--- src/rtl/ipa_ctx_pkg.sv ---
// Shared types and constants for the IPA context loader: FSM states, header field
// layout, payload packing factors and the words-per-phase helper.
package ipa_ctx_pkg;

   typedef enum logic [2:0] {
      IDLE,
      HDR,
      INST,
      CONST,
      EXEC,
      WAIT_EXEC
   } ctx_state_t;

   localparam int HDR_LAST_BIT   = 0;
   localparam int HDR_IDX_LSB    = 1;
   localparam int HDR_IDX_W      = 8;
   localparam int HDR_NINST_LSB  = 9;
   localparam int HDR_NINST_W    = 7;
   localparam int HDR_NCONST_LSB = 16;
   localparam int HDR_NCONST_W   = 5;
   localparam int HDR_MASK_LSB   = 32;

   localparam int INST_PER_WORD  = 3;
   localparam int CONST_PER_WORD = 2;

   // Word counter is wide enough for ceil(127/3) instruction words.
   localparam int WCNT_W = 7;
   localparam int HCNT_W = 6;

   typedef logic [WCNT_W-1:0] wcnt_t;
   typedef logic [WCNT_W:0]   wsum_t;

   function automatic wcnt_t words_needed(input wcnt_t items, input int per_word);
      wsum_t sum;
      sum = {1'b0, items} + wsum_t'(per_word - 1);
      return wcnt_t'(sum / wsum_t'(per_word));
   endfunction

endpackage

--- src/rtl/ipa_ctx_loader_if.sv ---
// Context memory read bus and tile configuration write bus of the IPA context loader.
interface ipa_ctx_loader_if #(
   parameter int GCM_ADDR_WIDTH = 9,
   parameter int OUT_ADDR_W     = 23
);

   logic                      ipa_gcm_req_o;
   logic [GCM_ADDR_WIDTH-1:0] Context_Addr;
   logic                      read_valid;
   logic [63:0]               In_Data;
   logic                      Write_En;
   logic [63:0]               Out_Data;
   logic [OUT_ADDR_W-1:0]     Out_Addr;

   modport master (
      output ipa_gcm_req_o,
      output Context_Addr,
      input  read_valid,
      input  In_Data,
      output Write_En,
      output Out_Data,
      output Out_Addr
   );

   modport slave (
      input  ipa_gcm_req_o,
      input  Context_Addr,
      output read_valid,
      output In_Data,
      input  Write_En,
      input  Out_Data,
      input  Out_Addr
   );

endinterface

--- src/rtl/ipa_ctx_hdr_dec.sv ---
// Combinational tile header decoder: tile mask, payload word counts, last flag, error.
// IPA_CTX_BCAST_EN selects the broadcast mask in bits [63:32] instead of the tile index.
module ipa_ctx_hdr_dec
   import ipa_ctx_pkg::*;
#(
   parameter int NTILES = 16
) (
   input  logic [63:0]       hdr,
   output logic [NTILES-1:0] tile_mask,
   output wcnt_t             inst_words,
   output wcnt_t             const_words,
   output logic              last,
   output logic              tile_err
);

   wcnt_t n_inst;
   wcnt_t n_const;
   logic  hdr_unused;

   assign hdr_unused  = ^hdr;
   assign n_inst      = wcnt_t'(hdr[HDR_NINST_LSB +: HDR_NINST_W]);
   assign n_const     = wcnt_t'(hdr[HDR_NCONST_LSB +: HDR_NCONST_W]);
   assign last        = hdr[HDR_LAST_BIT];
   assign inst_words  = words_needed(n_inst, INST_PER_WORD);
   assign const_words = words_needed(n_const, CONST_PER_WORD);

`ifdef IPA_CTX_BCAST_EN
   assign tile_mask = hdr[HDR_MASK_LSB +: NTILES];
   assign tile_err  = (tile_mask == '0);
`else
   logic [HDR_IDX_W-1:0] idx;

   assign idx = hdr[HDR_IDX_LSB +: HDR_IDX_W];

   always_comb begin
      tile_mask = '0;
      for (int i = 0; i < NTILES; i++) begin
         tile_mask[i] = (idx == HDR_IDX_W'(i));
      end
   end

   assign tile_err = (idx >= HDR_IDX_W'(NTILES));
`endif

endmodule

--- src/rtl/ipa_ctx_loader.sv ---
// Streams tile headers and instruction/constant payload from context memory into the PE
// array, then triggers execution. IPA_CTX_BCAST_EN enables broadcast tile masks.
module ipa_ctx_loader
   import ipa_ctx_pkg::*;
#(
   parameter int NB_ROWS        = 4,
   parameter int NB_COLS        = 4,
   parameter int GCM_ADDR_WIDTH = 9,
   parameter int SLOT_W         = 6,
   localparam int NTILES        = NB_ROWS * NB_COLS,
   localparam int OUT_ADDR_W    = NTILES + 1 + SLOT_W
) (
   input  logic                      Clk,
   input  logic                      Reset,
   input  logic                      Context_Fetch_En,
   input  logic [GCM_ADDR_WIDTH-1:0] Context_Base,
   input  logic [4:0]                s_ipa_cfg_id,
   ipa_ctx_loader_if.master          bus,
   output logic                      Exec_En_Out,
   input  logic                      exec_comp,
   output logic                      busy_o,
   output logic                      err_o,
   output logic [4:0]                s_ipa_cfg_r_id
);

   ctx_state_t                state;
   logic [GCM_ADDR_WIDTH-1:0] addr_q;
   logic [4:0]                id_q;
   logic                      busy_q;
   logic                      err_q;
   logic                      exec_q;
   logic [NTILES-1:0]         mask_q;
   logic                      tile_err_q;
   logic                      last_q;
   wcnt_t                     inst_words_q;
   wcnt_t                     const_words_q;
   wcnt_t                     word_cnt;
   logic [HCNT_W-1:0]         hdr_cnt;

   logic                      req;
   logic                      accept;
   logic                      write_en;
   logic [NTILES-1:0]         dec_mask;
   wcnt_t                     dec_inst;
   wcnt_t                     dec_const;
   logic                      dec_last;
   logic                      dec_err;
   logic                      forced_end;
   logic                      tile_is_last;

   ipa_ctx_hdr_dec #(
      .NTILES(NTILES)
   ) u_hdr_dec (
      .hdr        (bus.In_Data),
      .tile_mask  (dec_mask),
      .inst_words (dec_inst),
      .const_words(dec_const),
      .last       (dec_last),
      .tile_err   (dec_err)
   );

   assign req      = (state == HDR) || (state == INST) || (state == CONST);
   assign accept   = req && bus.read_valid;
   assign write_en = ((state == INST) || (state == CONST)) && bus.read_valid && !tile_err_q;

   // A full array's worth of headers without a last flag ends the context as an error.
   assign forced_end   = (hdr_cnt == HCNT_W'(NTILES - 1)) && !dec_last;
   assign tile_is_last = dec_last || forced_end;

   assign bus.ipa_gcm_req_o = req;
   assign bus.Context_Addr  = addr_q;
   assign bus.Write_En      = write_en;
   assign bus.Out_Data      = write_en ? bus.In_Data : '0;
   assign bus.Out_Addr      = write_en ? {SLOT_W'(word_cnt), (state == CONST), mask_q} : '0;

   assign Exec_En_Out    = exec_q;
   assign busy_o         = busy_q;
   assign err_o          = err_q;
   assign s_ipa_cfg_r_id = busy_q ? id_q : '0;

   // Loader sequencer; exec_q is set on the transition into EXEC so it is high for
   // exactly the single cycle spent there.
   always_ff @(posedge Clk or negedge Reset) begin
      if (!Reset) begin
         state         <= IDLE;
         addr_q        <= '0;
         id_q          <= '0;
         busy_q        <= 1'b0;
         err_q         <= 1'b0;
         exec_q        <= 1'b0;
         mask_q        <= '0;
         tile_err_q    <= 1'b0;
         last_q        <= 1'b0;
         inst_words_q  <= '0;
         const_words_q <= '0;
         word_cnt      <= '0;
         hdr_cnt       <= '0;
      end else begin
         exec_q <= 1'b0;
         unique case (state)
            IDLE: begin
               if (Context_Fetch_En) begin
                  addr_q  <= Context_Base;
                  id_q    <= s_ipa_cfg_id;
                  err_q   <= 1'b0;
                  busy_q  <= 1'b1;
                  hdr_cnt <= '0;
                  state   <= HDR;
               end
            end
            HDR: begin
               if (accept) begin
                  addr_q        <= addr_q + 1'b1;
                  hdr_cnt       <= hdr_cnt + 1'b1;
                  mask_q        <= dec_mask;
                  tile_err_q    <= dec_err;
                  last_q        <= tile_is_last;
                  inst_words_q  <= dec_inst;
                  const_words_q <= dec_const;
                  word_cnt      <= '0;
                  if (dec_err || forced_end) begin
                     err_q <= 1'b1;
                  end
                  if (dec_inst != '0) begin
                     state <= INST;
                  end else if (dec_const != '0) begin
                     state <= CONST;
                  end else if (tile_is_last) begin
                     state  <= EXEC;
                     exec_q <= 1'b1;
                  end else begin
                     state <= HDR;
                  end
               end
            end
            INST: begin
               if (accept) begin
                  addr_q <= addr_q + 1'b1;
                  if (word_cnt == inst_words_q - 1'b1) begin
                     word_cnt <= '0;
                     if (const_words_q != '0) begin
                        state <= CONST;
                     end else if (last_q) begin
                        state  <= EXEC;
                        exec_q <= 1'b1;
                     end else begin
                        state <= HDR;
                     end
                  end else begin
                     word_cnt <= word_cnt + 1'b1;
                  end
               end
            end
            CONST: begin
               if (accept) begin
                  addr_q <= addr_q + 1'b1;
                  if (word_cnt == const_words_q - 1'b1) begin
                     word_cnt <= '0;
                     if (last_q) begin
                        state  <= EXEC;
                        exec_q <= 1'b1;
                     end else begin
                        state <= HDR;
                     end
                  end else begin
                     word_cnt <= word_cnt + 1'b1;
                  end
               end
            end
            EXEC: begin
               state <= WAIT_EXEC;
            end
            WAIT_EXEC: begin
               if (exec_comp) begin
                  busy_q <= 1'b0;
                  state  <= IDLE;
               end
            end
            default: begin
               state <= IDLE;
            end
         endcase
      end
   end

endmodule

--- src/flat_wrapper.sv ---
// flat-port wrapper written by rule: the top's interface ports become plain ports
module ipa_ctx_loader_flat import ipa_ctx_pkg::*;
#(
   parameter int NB_ROWS        = 4,
   parameter int NB_COLS        = 4,
   parameter int GCM_ADDR_WIDTH = 9,
   parameter int SLOT_W         = 6,
   localparam int NTILES        = NB_ROWS * NB_COLS,
   localparam int OUT_ADDR_W    = NTILES + 1 + SLOT_W
)
  (Clk, Reset, Context_Fetch_En, Context_Base, s_ipa_cfg_id, Exec_En_Out, exec_comp, busy_o, err_o, s_ipa_cfg_r_id, bus_ipa_gcm_req_o, bus_Context_Addr, bus_read_valid, bus_In_Data, bus_Write_En, bus_Out_Data, bus_Out_Addr);
  ipa_ctx_loader_if #(.GCM_ADDR_WIDTH(GCM_ADDR_WIDTH)) bus_i ();
  input  logic Clk;
  input  logic Reset;
  input  logic Context_Fetch_En;
  input  logic [GCM_ADDR_WIDTH-1:0] Context_Base;
  input  logic [4:0] s_ipa_cfg_id;
  output logic Exec_En_Out;
  input  logic exec_comp;
  output logic busy_o;
  output logic err_o;
  output logic [4:0] s_ipa_cfg_r_id;
  output wire logic [$bits(bus_i.ipa_gcm_req_o)-1:0] bus_ipa_gcm_req_o;
  output wire logic [$bits(bus_i.Context_Addr)-1:0] bus_Context_Addr;
  input wire logic [$bits(bus_i.read_valid)-1:0] bus_read_valid;
  input wire logic [$bits(bus_i.In_Data)-1:0] bus_In_Data;
  output wire logic [$bits(bus_i.Write_En)-1:0] bus_Write_En;
  output wire logic [$bits(bus_i.Out_Data)-1:0] bus_Out_Data;
  output wire logic [$bits(bus_i.Out_Addr)-1:0] bus_Out_Addr;
  assign bus_ipa_gcm_req_o = bus_i.ipa_gcm_req_o;
  assign bus_Context_Addr = bus_i.Context_Addr;
  assign bus_i.read_valid = bus_read_valid;
  assign bus_i.In_Data = bus_In_Data;
  assign bus_Write_En = bus_i.Write_En;
  assign bus_Out_Data = bus_i.Out_Data;
  assign bus_Out_Addr = bus_i.Out_Addr;
  ipa_ctx_loader #(.NB_ROWS(NB_ROWS), .NB_COLS(NB_COLS), .GCM_ADDR_WIDTH(GCM_ADDR_WIDTH), .SLOT_W(SLOT_W)) u_core (.Clk(Clk), .Reset(Reset), .Context_Fetch_En(Context_Fetch_En), .Context_Base(Context_Base), .s_ipa_cfg_id(s_ipa_cfg_id), .bus(bus_i), .Exec_En_Out(Exec_En_Out), .exec_comp(exec_comp), .busy_o(busy_o), .err_o(err_o), .s_ipa_cfg_r_id(s_ipa_cfg_r_id));
endmodule
--- config.mk ---
export PLATFORM = sky130hd
export DESIGN_NAME = ipa_ctx_loader_flat
export DESIGN_NICKNAME = d
export VERILOG_FILES = /design/src/rtl/ipa_ctx_pkg.sv /design/src/rtl/ipa_ctx_loader_if.sv /design/src/rtl/ipa_ctx_hdr_dec.sv /design/src/rtl/ipa_ctx_loader.sv /design/src/flat_wrapper.sv
export SDC_FILE = /design/constraint.sdc
export NUM_CORES = 1
export LEC_CHECK = 0
export ABC_AREA = 1
export CORE_MARGIN = 3
export CORE_UTILIZATION = 41
export DETAILED_ROUTE_END_ITERATION = 6
export PLACE_DENSITY = 0.78
export SLEW_MARGIN = 20
export SYNTH_ARGS = -nofsm -noshare
export SYNTH_HDL_FRONTEND = slang
export SYNTH_HIERARCHICAL = 1
export SYNTH_SLANG_ARGS = --single-unit
--- constraint.sdc ---
create_clock -name Clk -period 1.84 [get_ports Clk]
set_clock_uncertainty 0.15 [all_clocks]
set_input_delay 0.184 -clock Clk [delete_from_list [all_inputs] [get_ports Clk]]
set_output_delay 0.184 -clock Clk [all_outputs]
set_load 0.02 [all_outputs]
==> results of run 1 <==
worst max-delay path: stages:
cell	delay, ns
buf_8	0.09
buf_4	0.11
nand2_1	0.09
nor2_4	0.12
nand2_2	0.08
nand2_1	0.09
nand2_2	0.06
nand2_2	0.13
nand2_2	0.11
inv_1	0.11
nor2_4	0.05
o21bai_4	0.12
nand3_2	0.09
nand2_2	0.10
nand2_2	0.06
nand2_2	0.08
inv_2	0.06
ha_4	0.20
a21o_1	0.16
nand2_1	0.08
nand4_1	0.13
inv_2	0.10
nand3_4	0.11
nor3_4	0.17
nand2_1	0.08
nand3b_1	0.10
nand4_1	0.14
nand2_1	0.09
what timing repair did:
action	4_1_cts	5_1_grt
setup endpoints to repair	109	139
hold buffers	1	0
endpoints found under the hold margin	16	0
pin swaps	39	55
cloned	7	1
gates resized for setup	641	116
setup buffers	40	41
layout by cell type, fill, tap and decap left out, types with 5 or more instances in the layout:
cell               n
a21oi_1           12
a31oi_1            5
buf_12            17
buf_16             5
buf_4            115
buf_6            117
buf_8             10
clkbuf_16         10
clkdlybuf4s50_1   87
dfrtp_1           63
ha_1               7
inv_1            155
inv_2             19
inv_4              5
nand2_1          169
nand2_2           20
nand2_4           13
nand3_1           38
nand3_2            7
nand4_1            7
nor2_1            54
nor2_2             5
nor2_4            99
nor3_1             6
o21ai_0           40
o21ai_1            9
xnor2_1            5
xor2_1            12
registers in the layout (all words and copies together), names as in the netlist:
signal	flops
u_core/mask_q	16
u_core/bus.Context_Addr	9
u_core/const_words_q	7
u_core/inst_words_q	7
u_core/word_cnt	7
u_core/hdr_cnt	6
u_core/id_q	5
u_core/state	3
u_core/Exec_En_Out	1
u_core/busy_o	1
u_core/err_o	1
u_core/last_q	1
u_core/tile_err_q	1
layer usage:
layer	share of wire, %	vias up	track usage [%]
met1	35	3209	31.73
met4	5.5	0	8.138
met3	8.6	128	6.027
met5	0	-	0
li1	-	3194	-
met2	51	435	48.74
cell families after synthesis:
group	after synthesis	synth area share, %
XOR/XNOR	17	2.929
other	1	0.07377
adder cells (fa/ha/maj)	11	2.707
multiplexers	1	0.2215
buffers and inverters	204	16.12
AO/OA/AOI/OAI	89	10.02
AND/OR/NAND/NOR	430	35.93
flip-flops	65	32.00
where the power goes:
part	leakage [nW]	total, mW	switching [mW]	internal [mW]
Clock	0.159	1.89	0.660	1.23
Combinational	4.18	10.3	5.40	4.93
Sequential	0.826	2.55	0.521	2.03
worst paths after layout:
check | endpoint | cells after the start | slack [ns] | startpoint
max reg2reg | u_core/Exec_En_Out | 10 | -0.69 | u_core/const_words_q[0]
min in group Clk | u_core/id_q[1] | 3 | 0.24 | s_ipa_cfg_id[1]
min | u_core/mask_q[10] | 2 | 0.20 | Reset
min reg2reg | u_core/id_q[4] | 2 | 0.35 | u_core/id_q[4]
max | u_core/state[2] | 28 | -1.15 | bus_In_Data[11]
max in group asynchronous | u_core/busy_o | 3 | 0.80 | Reset
cell type report:
| class | count | area (sq um) | area share [%] |
|---|---|---|---|
| timing repair buffer | 363 | 3801 | 36.70 |
| multi-input combinational | 550 | 3656 | 35.30 |
| sequential | 65 | 1629 | 15.73 |
| inverter | 180 | 714.4 | 6.899 |
| clock buffer | 10 | 239.0 | 2.308 |
| tap | 168 | 210.2 | 2.030 |
| clock inverter | 6 | 90.09 | 0.8699 |
| timing repair inverter | 1 | 16.27 | 0.1571 |
stage by stage:
step / hold WS (ns) / total power, mW / area (sq um) / worst slack (ns)
after floorplan: -0.2616 / 6.844 / 5725 / -0.9393
after global placement: 0.03460 / 9.804 / 8517 / -1.640
after detailed placement: 0.03200 / 9.954 / 8517 / -1.785
after CTS: 0.2211 / 13.38 / 9708 / -0.8557
after global routing: 0.2487 / 15.55 / 10360 / -1.205
final: 0.2034 / 14.76 / 10360 / -1.154
==> metrics.txt, run 1 <==
clock tree root buffer cell clkbuf_16; # DRC 0; Detail Placement HPWL 12,460 microns; relative slew slack 54.20%; GRT Total Usage 26.91%; largest net degree at the start of global routing 33; violated checks negative setup slack; Setup crit end kind flop; die width 117.4 microns; first-pass GRT wire length 31,050 microns; placed insts 1,248; fillers 575; setup_tns -49.98 ns; post-synthesis cell type count 44; router iterations before antenna repair 5; CTS tree done; Max-Cap Viols 0; Via density 5.187; worst skew pair latency 0.34 ns; GP Congestion 0.8884; Initial Utilization 42.15%; Max IR drop VDD 774.7 uV; RSZ-0062 raised after global routing true; Data required, critical path 1.96 ns; CTS HTree Levels 3; area leader, netlist dfrtp_1; share of cells above drive strength 1 41.11%; ant diodes 0; port bufs 188; P_leak 5.170 nW; syn avg cell area 6.215 sq um; status finished, violations left; Synth Register Bits 65; Worst Path Max Fanout 4; Die ar. 0.01377 sq mm; upper clock frequency limit 334.0 MHz; Pwr Density 1425 mW/mm^2; post-synthesis sequential area ratio 32.00%; DIE HEIGHT 117.4 microns; final WL 22,060 microns; Clock transition at path regs 0.06 ns; Slew Viols, Final 0; utilization after layout 85.86%; IO Pins 189; Crit Path Category in2reg; largest cells by area after synthesis dfrtp_1, nand2_1, inv_1; Hold Vio Cnt, Final 0; Vias 6,966; final setup fails 103; top cell types by occurrence after synthesis nand2_1, inv_1, nor2_1; Mapped Area 0.005084 sq mm; core area 0.01206 sq mm; Worst Slack Setup Final -1.154 ns; fin crit period 2.994 ns; count of clock tree sinks 65; DR iter-0 viols 554; fin nets 1,264; Core Rows 40; Critical Path AT 3.11 ns; share of the synthesized area in the top cell type 32.00%; fin cells 1,343; CTS max path bufs 2; mean routed wirelength per cell 16.43 microns; Worst-Margin Slew 0.6856 ns; top-count cell post-synth nand2_1; number of synthesized flops with an enable pin 0; Synthesis Warnings 6; Setup crit start kind input pin; Mapped Cells 818; Final period util 162.7%; area delta synth->final 103.7%; fraction of registers with async set/reset 100.0%; initial antenna violation count 0; vias in the first global route 6,557; top_reg_cell synth dfrtp_1; Routed Antenna Nets 0; total CTS buffers 9; type of the most critical hold path in2async; total gr overflow 0
(Power assumes the default switching activity.)
==> run 2, diff against run 1 <==
--- a/config.mk
+++ b/config.mk
@@ -15,3 +15,4 @@
 export SYNTH_HDL_FRONTEND = slang
 export SYNTH_HIERARCHICAL = 1
 export SYNTH_SLANG_ARGS = --single-unit
+export TNS_END_PERCENT = 20
==> run 2 against run 1 <==
  * The run still ends with negative setup slack left
  * Maximum frequency is 11% higher
  * Die area stayed put
  * Global-route usage is 3.1 points lower
==> metrics.txt, run 2 (same netlist as run 1, synthesis figures left out) <==
placed insts 1,228; Crit Path Category in2reg; status finished, violations left; violated checks negative setup slack; GRT Total Usage 23.79%; fillers 860; Core Rows 40; CTS max path bufs 2; setup_tns -43.29 ns; Logic pwr share 65.3%; Critical Path AT 2.81 ns; initial antenna violation count 0; count of clock tree sinks 65; total gr overflow 0; Worst-Margin Slew 0.5193 ns; commonest cells after routing, fill and taps aside nand2_1, inv_1, buf_4, clkdlybuf4s50_1, nor2_1; type of the most critical hold path in2reg; final WL 17,570 microns; die width 117.4 microns; first-pass GRT wire length 27,410 microns; DR iter-0 viols 382; # DRC 0; CTS tree done; Routed Antenna Nets 0; Max-Cap Viols 0; RSZ-0062 raised after global routing true; Fin Hold WS 0.2318 ns; fin crit period 2.692 ns; port bufs 188; ant diodes 0; Detail Placement HPWL 11,840 microns; mean routed wirelength per cell 13.87 microns; Initial Utilization 42.15%; share of cells above drive strength 1 34.49%; vias in the first global route 5,871; relative slew slack 65.06%; Final period util 146.3%; total CTS buffers 9; Data required, critical path 1.96 ns; Slew Viols, Final 0; Setup crit end kind flop; GP Congestion 0.8856; largest net degree at the start of global routing 66; Sw Pwr 5.566 mW; area delta synth->final 77.41%; final setup fails 120; commonest non-fill, non-tap cell in the layout nand2_1; DP Worst Slack -1.733 ns; internal power 6.608 mW; CTS HTree Levels 3; largest register by flop count u_core/mask_q; fin cells 1,267; fin nets 1,188; r2r setup slk -0.16 ns; core area 0.01206 sq mm; Worst Slack Setup Final -0.8516 ns; upper clock frequency limit 371.5 MHz; switching part of the total 45.72%; Via density 4.818; Max IR drop VDD 725.6 uV; Worst Path Max Fanout 4; sequential share of power 20.4%; Pwr Density 1350 mW/mm^2; DIE HEIGHT 117.4 microns; Vias 6,105; worst skew pair latency 0.33 ns; Setup crit start kind input pin; clock share of power 14.3%; Largest register FFs 16; Die ar. 0.01377 sq mm; Clock transition at path regs 0.06 ns; clock tree root buffer cell clkbuf_16; Hold Vio Cnt, Final 0; IO Pins 189; P_leak 4.610 nW; router iterations before antenna repair 5
-- run 2: changes by cell type in the layout (fill, tap and decap cells not counted), moves of 4 or more --
cell     change
nor2_2      +27
nand3_2      -6
buf_8        -4
nor2_1      +19
nor2_4      -46
o21ai_1      +4
buf_12      -10
buf_6       -46
nand2_1      +4
buf_4       -12
-- run 2: path summary, 6_finish.rpt --
kind                                 startpoint                 endpoint  depth (start not counted)
worst max-delay path            bus_In_Data[11]          u_core/state[2]                         28
max in group asynchronous                 Reset   u_core/inst_words_q[1]                          3
min in group asynchronous                 Reset  u_core/const_words_q[3]                          3
worst min-delay path            s_ipa_cfg_id[0]           u_core/id_q[0]                          3
worst min register to register   u_core/id_q[0]           u_core/id_q[0]                          2
worst max register to register  u_core/state[1]        u_core/hdr_cnt[5]                         13
-- run 2: metal layers --
layer | global-route usage (%) | routed length [microns] | vias to the layer above
li1 | - | - | 3026
met5 | 0 | 0 | -
met4 | 6.818 | 394 | 0
met3 | 5.111 | 1184 | 41
met1 | 27.56 | 6702 | 2830
met2 | 44.00 | 9291 | 208
-- run 2: layout make-up --
| cell class | instances | area [sq um] | share of cell area, % |
|---|---|---|---|
| multi-input combinational | 550 | 3332 | 36.95 |
| inverter | 180 | 693.2 | 7.686 |
| clock buffer | 9 | 225.2 | 2.497 |
| clock inverter | 7 | 77.57 | 0.8602 |
| sequential | 65 | 1629 | 18.06 |
| timing repair buffer | 288 | 2851 | 31.62 |
| tap | 168 | 210.2 | 2.331 |
-- run 2: what timing repair did --
action,CTS,global route
gates resized for setup,588,145
endpoints found under the hold margin,65,0
buffers inserted,10,10
endpoints found under the setup margin,109,149
pin swaps,29,19
hold buffers,1,0
cloned,4,1
-- run 2: power by group through the flow --
stage | Sequential (mW) | Combinational [mW] | Clock [mW]
2_1_floorplan | 2.55 | 3.72 | 0
3_3_place_gp | 2.47 | 6.37 | 0
3_5_place_dp | 2.49 | 6.47 | 0
4_1_cts | 2.47 | 7.26 | 1.77
5_1_grt | 2.57 | 8.65 | 1.82
6_report | 2.49 | 7.94 | 1.74
-- run 2: critical path, stage by stage --
cell	delay, ns
buf_8	0.09
buf_6	0.10
nand2_2	0.05
nor2_2	0.14
nand2_2	0.09
nand2_2	0.08
nand2_4	0.07
inv_2	0.05
nand4_2	0.09
nand2_4	0.12
inv_4	0.05
o21ai_2	0.14
nand2_2	0.10
nand2_2	0.08
nand2_2	0.06
nand2_2	0.07
inv_2	0.05
ha_4	0.22
a21o_1	0.15
nand2_1	0.05
nand4_1	0.08
inv_2	0.09
nand3_4	0.10
nor3_4	0.15
nand2_1	0.09
nand3b_1	0.08
nand4_1	0.10
nand2_1	0.09
-- run 2: stage by stage --
stage / power (mW) / util [%] / instance area [sq um]
detailed placement: 8.953 / 64.65 / 7797
global route: 13.03 / 74.77 / 9019
global placement: 8.838 / 64.65 / 7797
floorplan: 6.269 / - / 5241
finish: 12.17 / 74.77 / 9019
CTS: 11.50 / 70.35 / 8486
